`src/rtl/serial_2of5_tx.sv`:
```
// Transmit side of the 2-of-5 digit link: BCD digit in over valid/ready,
// 7-4-2-1-0 encoded word out as a framed serial stream (start, 5 data, stop).
module serial_2of5_tx #(
   parameter int unsigned CLKS_PER_BIT = 4,
   parameter int unsigned CNT_W        = 8
) (
   input  logic       clk,
   input  logic       rst_n,
   input  logic [3:0] digit_i,
   input  logic       valid_i,
   output logic       ready_o,
   output logic       tx_o,
   output logic [4:0] code_o,
   output logic       busy_o,
   output logic       done_o,
   output logic       err_o
);

   typedef enum logic [1:0] {StIdle, StStart, StData, StStop} state_e;

   state_e             state_q;
   logic [CNT_W-1:0]   cnt_q;
   logic [2:0]         idx_q;
   logic [4:0]         shift_q;
   logic [4:0]         code_q;
   logic               tx_q;
   logic               done_q;
   logic               err_q;

   logic               bit_end;
   logic               digit_ok;
   logic [4:0]         enc_word;

   // Word order {w7,w4,w2,w1,w0}; zero uses 7+4 since 11 cannot occur in BCD.
   always_comb begin
      enc_word = 5'b00000;
      unique case (digit_i)
         4'd0:    enc_word = 5'b11000;
         4'd1:    enc_word = 5'b00011;
         4'd2:    enc_word = 5'b00101;
         4'd3:    enc_word = 5'b00110;
         4'd4:    enc_word = 5'b01001;
         4'd5:    enc_word = 5'b01010;
         4'd6:    enc_word = 5'b01100;
         4'd7:    enc_word = 5'b10001;
         4'd8:    enc_word = 5'b10010;
         4'd9:    enc_word = 5'b10100;
         default: enc_word = 5'b00000;
      endcase
   end

   assign digit_ok = (digit_i <= 4'd9);
   assign bit_end  = (cnt_q == CNT_W'(CLKS_PER_BIT - 1));

   always_ff @(posedge clk or negedge rst_n) begin
      if (!rst_n) begin
         state_q <= StIdle;
         cnt_q   <= '0;
         idx_q   <= 3'd0;
         shift_q <= 5'b00000;
         code_q  <= 5'b00000;
         tx_q    <= 1'b1;
         done_q  <= 1'b0;
         err_q   <= 1'b0;
      end else begin
         done_q <= 1'b0;
         err_q  <= 1'b0;
         unique case (state_q)
            StIdle: begin
               if (valid_i) begin
                  if (digit_ok) begin
                     code_q  <= enc_word;
                     shift_q <= enc_word;
                     tx_q    <= 1'b0;
                     cnt_q   <= '0;
                     idx_q   <= 3'd0;
                     state_q <= StStart;
                  end else begin
                     err_q <= 1'b1;
                  end
               end
            end
            StStart: begin
               if (bit_end) begin
                  cnt_q   <= '0;
                  idx_q   <= 3'd0;
                  tx_q    <= shift_q[4];
                  shift_q <= {shift_q[3:0], 1'b0};
                  state_q <= StData;
               end else begin
                  cnt_q <= cnt_q + 1'b1;
               end
            end
            StData: begin
               if (bit_end) begin
                  cnt_q <= '0;
                  if (idx_q == 3'd4) begin
                     tx_q    <= 1'b1;
                     state_q <= StStop;
                  end else begin
                     idx_q   <= idx_q + 3'd1;
                     tx_q    <= shift_q[4];
                     shift_q <= {shift_q[3:0], 1'b0};
                  end
               end else begin
                  cnt_q <= cnt_q + 1'b1;
               end
            end
            StStop: begin
               if (bit_end) begin
                  cnt_q   <= '0;
                  idx_q   <= 3'd0;
                  done_q  <= 1'b1;
                  state_q <= StIdle;
               end else begin
                  cnt_q <= cnt_q + 1'b1;
               end
            end
            default: state_q <= StIdle;
         endcase
      end
   end

   assign ready_o = (state_q == StIdle);
   assign busy_o  = (state_q != StIdle);
   assign tx_o    = tx_q;
   assign code_o  = code_q;
   assign done_o  = done_q;
   assign err_o   = err_q;

endmodule

```
`config.mk`:
```
export PLATFORM = sky130hd
export DESIGN_NAME = serial_2of5_tx
export DESIGN_NICKNAME = d
export VERILOG_FILES = /design/src/rtl/serial_2of5_tx.sv
export SDC_FILE = /design/constraint.sdc
export NUM_CORES = 1
export LEC_CHECK = 0
export CELL_PAD_IN_SITES_DETAIL_PLACEMENT = 1
export CELL_PAD_IN_SITES_GLOBAL_PLACEMENT = 1
export CORE_UTILIZATION = 40
export CTS_CLUSTER_SIZE = 16
export DETAILED_ROUTE_END_ITERATION = 10
export PLACE_DENSITY = 0.77
export SYNTH_ARGS = -nofsm -noshare
export SYNTH_HDL_FRONTEND = slang
export SYNTH_SLANG_ARGS = --single-unit
```
`constraint.sdc`:
```
create_clock -name clk -period 1.85 [get_ports clk]
set_input_delay 0.185 -clock clk [delete_from_list [all_inputs] [get_ports clk]]
set_output_delay 0.185 -clock clk [all_outputs]
set_load 0.02 [all_outputs]
```
==> summary.md <==
| Metric | Value |
|---|---|
| Status | complete, no violations |
| GR Util All Layers | 21.8% |
| # diodes | 0 |
| CTS root buf | clkbuf_8 |
| Drt pass-1 iters | 4 |
| Relative slew slack | 78.2% |
| WL per Instance | 17.6 um |
| RePlAce Congestion | 0.780 |
| Leakage power | 1.03 nW |
| Synth Area in Adders | 10.5% |
| Worst reg2reg path startpoint | cnt_q[1] |
| Slew Viols, Final | 0 |
| Worst-margin pin slew | 0.324 ns |
| Final period util | 98.2% |
| Register area share after synthesis | 39.1% |
| DP HPWL | 3.26 mm |
| Asr flop ratio synth | 100% |
| Vias per inst | 5.38 |
| Post-synth top flop | dfrtp_1 |
| CTS clock-pin slew for the worst setup and hold paths | 0.09 ns |
| Largest net degree at the start of global routing | 27 |
| CP bufs+invs | 2 |
| Top delay family on crit path | flip-flops |
| Flop-to-flop setup slack | 0.03 ns |
| Number of global-route vias before repair | 1517 |
| CP Max Fanout | 5 |
| Vias | 1400 |
| Final wirelength | 4.58 mm |
| Clock buffer depth | 2 |
| TritonCTS Sinks | 26 |
| Slowest stage delay, CP | 0.38 ns |
| DIE AREA | 4430 um2 |
| Hold slack | 0.268 ns |
| Final TNS setup | 0 ns |
| Xor-xnor portion of the synthesized cell area | 0.526% |
| CTS tree | done |
| Worst EP required | 2.02 ns |
| Seq cells post-synth | 26 |
| Endpoint class of the critical path | flip-flop |
| Row count | 23 |
| Total Power | 3.52 mW |
| Core area | 4000 um2 |
| Clk_lat worst skew | 0.28 ns |
| Crit path cell chain | ha_2 -> nor3b_2 -> buf_4 -> a21boi_2 -> nor4_4 -> buf_6 -> mux2_4 |
| YS warnings | 0 |
| Synth top area cells | dfrtp_1 38%, ha_1 11%, mux2_2 8.8% |
| RSZ-0062 raised after global routing | true |
| R2r endpoint | shift_q[2] |
| Final-layout fill cell count | 448 |
| Mux cell area share after synthesis | 13.0% |
| CP Class | flip-flop to flip-flop |
| Pre-CTS WS | -0.479 ns |
| Synth top area share | 37.5% |
| Drt first-iter violations | 54 |
| Ports | 17 |
| Antenna-violating nets left | 0 |
| Hold_buf cts | 0 |
| Largest family of logic cells by synthesized area | compound AO/OA/AOI/OAI gates |
| # setup viols final | 0 |
| Global-route wire length before repair | 7.12 mm |
| Simple-gate portion of the synthesized area | 14.5% |
| Peak VDD IR | 0.000644 V |
| Pwr dens | 1570 nW/um2 |
| Input/output buffers | 16 |
| Starting density of the core | 41.7% |
| Post-Synthesis Cells | 163 |
| Nets | 232 |
| Final Critical Period | 1.82 ns |
| Overflow after GRT | 0 |
| Die height | 66.6 um |
| Layout cells sized above 1 | 34.3% |
| Worst Hold Class | input port to asynchronous set/reset pin |
| Startpoint Class | flip-flop |
| Worst EP arrival | 1.99 ns |
| Cts bufs inserted | 3 |
| Endpoints failing hold | 0 |
| Leading area contributor after synthesis | dfrtp_1 |
| CTS H-tree depth | 1 |
| CP max stage cell | dfrtp_1 |
| Max-cap violations | 0 |
| Post-synthesis compound-gate area fraction | 16.1% |
| DRC errors left | 0 |
| Layout Skew | 0.00562 ns |
| Synth Area per Inst | 10.2 um2 |
| Synth cell count leaders | 25 x dfrtp_1, 16 x inv_1, 14 x ha_1 |
| Initial antenna violation count | 0 |
| Max Clock Freq | 550 MHz |
| Mapped Nets | 184 |
| P&R area growth vs syn | 34.9% |
| Die width | 66.6 um |
| Yosys cell types | 41 |
| Top-count cell post-synth | dfrtp_1 |
| EDFF count, synth | 0 |
| R2R depth | 7 |
| Worst Slack Setup Final | 0.0334 ns |
| Mapped Area | 1670 um2 |
[area by class of cell]
| type | instances | area [um2] | share of cell area [%] |
|---|---|---|---|
| Multi-Input combinational cell | 114 | 985 | 43.8 |
| Sequential cell | 26 | 652 | 29.0 |
| Tap cell | 50 | 62.6 | 2.78 |
| Timing Repair Buffer | 50 | 418 | 18.6 |
| Inverter | 16 | 60.1 | 2.67 |
| Clock buffer | 3 | 41.3 | 1.84 |
| Clock inverter | 1 | 30.0 | 1.34 |
[state kept, by name, summed over array words and instances, names as in the netlist]
register and cells:
cnt_q 8, code_o 5, done_o 1, err_o 1, idx_q 3, shift_q 5
state_q 2, tx_o 1
[cell families (layout without fill, tap and decap cells)]
group	Yosys count	after routing
buffers and inverters	23	70
flip-flops	26	26
adder cells (fa/ha/maj)	14	14
AND/OR/NAND/NOR	43	43
XOR/XNOR	1	1
multiplexers	20	20
AO/OA/AOI/OAI	36	36
[layer usage]
layer  wire length (um)  vias to the layer above  track usage, %
met1               1850                      693            24.2
li1                   -                      672               -
met3                120                        9            3.42
met5                  0                        -               0
met2               2490                       26            40.7
met4                121                        0            8.78
[timing repair]
action | 4_1_cts | 5_1_grt
resized for setup | 15 | 10
pin swaps | 3 | 2
endpoints found under the setup margin | 15 | 13
setup buffers | 4 | 3
[stage by stage]
stage / instance area (um2) / cells / utilization [%]
finish: 2250 / 260 / 56.2
global route: 2250 / 260 / 56.2
CTS: 2200 / 257 / 55.0
detailed placement: 2050 / 249 / 51.3
global placement: 2050 / 249 / 51.3
floorplan: 1670 / 163 / -
[worst max-delay path by stage]
| stage | end | depth (start not counted) | from | slack [ns] |
|---|---|---|---|---|
| after global routing | cnt_q[1] | 8 | cnt_q[1] | -0.06 |
| final | shift_q[2] | 7 | cnt_q[1] | 0.03 |
| after detailed placement | shift_q[1] | 7 | digit_i[0] | -0.48 |
| after floorplan | shift_q[0] | 5 | state_q[0] | 0.03 |
| after CTS | shift_q[1] | 7 | cnt_q[1] | 0.001 |
| after global placement | shift_q[2] | 7 | digit_i[0] | -0.38 |
[power by group]
part           total, mW  leakage, nW  internal, mW  switching [mW]
Clock              0.477       0.0357         0.290           0.187
Sequential         0.860        0.340         0.751           0.109
Combinational       2.19        0.655          1.09            1.10
[cells in the final DEF, fill, tap and decap left out, types with 2 or more instances in the layout]
| cell type | count |
|---|---|
| buf_4 | 33 |
| dfrtp_1 | 25 |
| inv_1 | 14 |
| nand2_1 | 12 |
| clkdlybuf4s50_1 | 12 |
| ha_1 | 10 |
| mux2_2 | 8 |
| nor2_1 | 7 |
| mux2i_1 | 7 |
| o21ai_0 | 6 |
| o22ai_1 | 6 |
| a21oi_1 | 5 |
| nand3_1 | 5 |
| mux2_4 | 5 |
| nand2b_1 | 3 |
| a31oi_1 | 3 |
| o21ai_1 | 3 |
| a211oi_1 | 3 |
| ha_2 | 3 |
| clkbuf_8 | 3 |
| dlygate4sd2_1 | 3 |
| inv_2 | 2 |
| and3_2 | 2 |
| nand4_1 | 2 |
| o31ai_2 | 2 |
No activity file was read; power rests on OpenSTA's default activity.
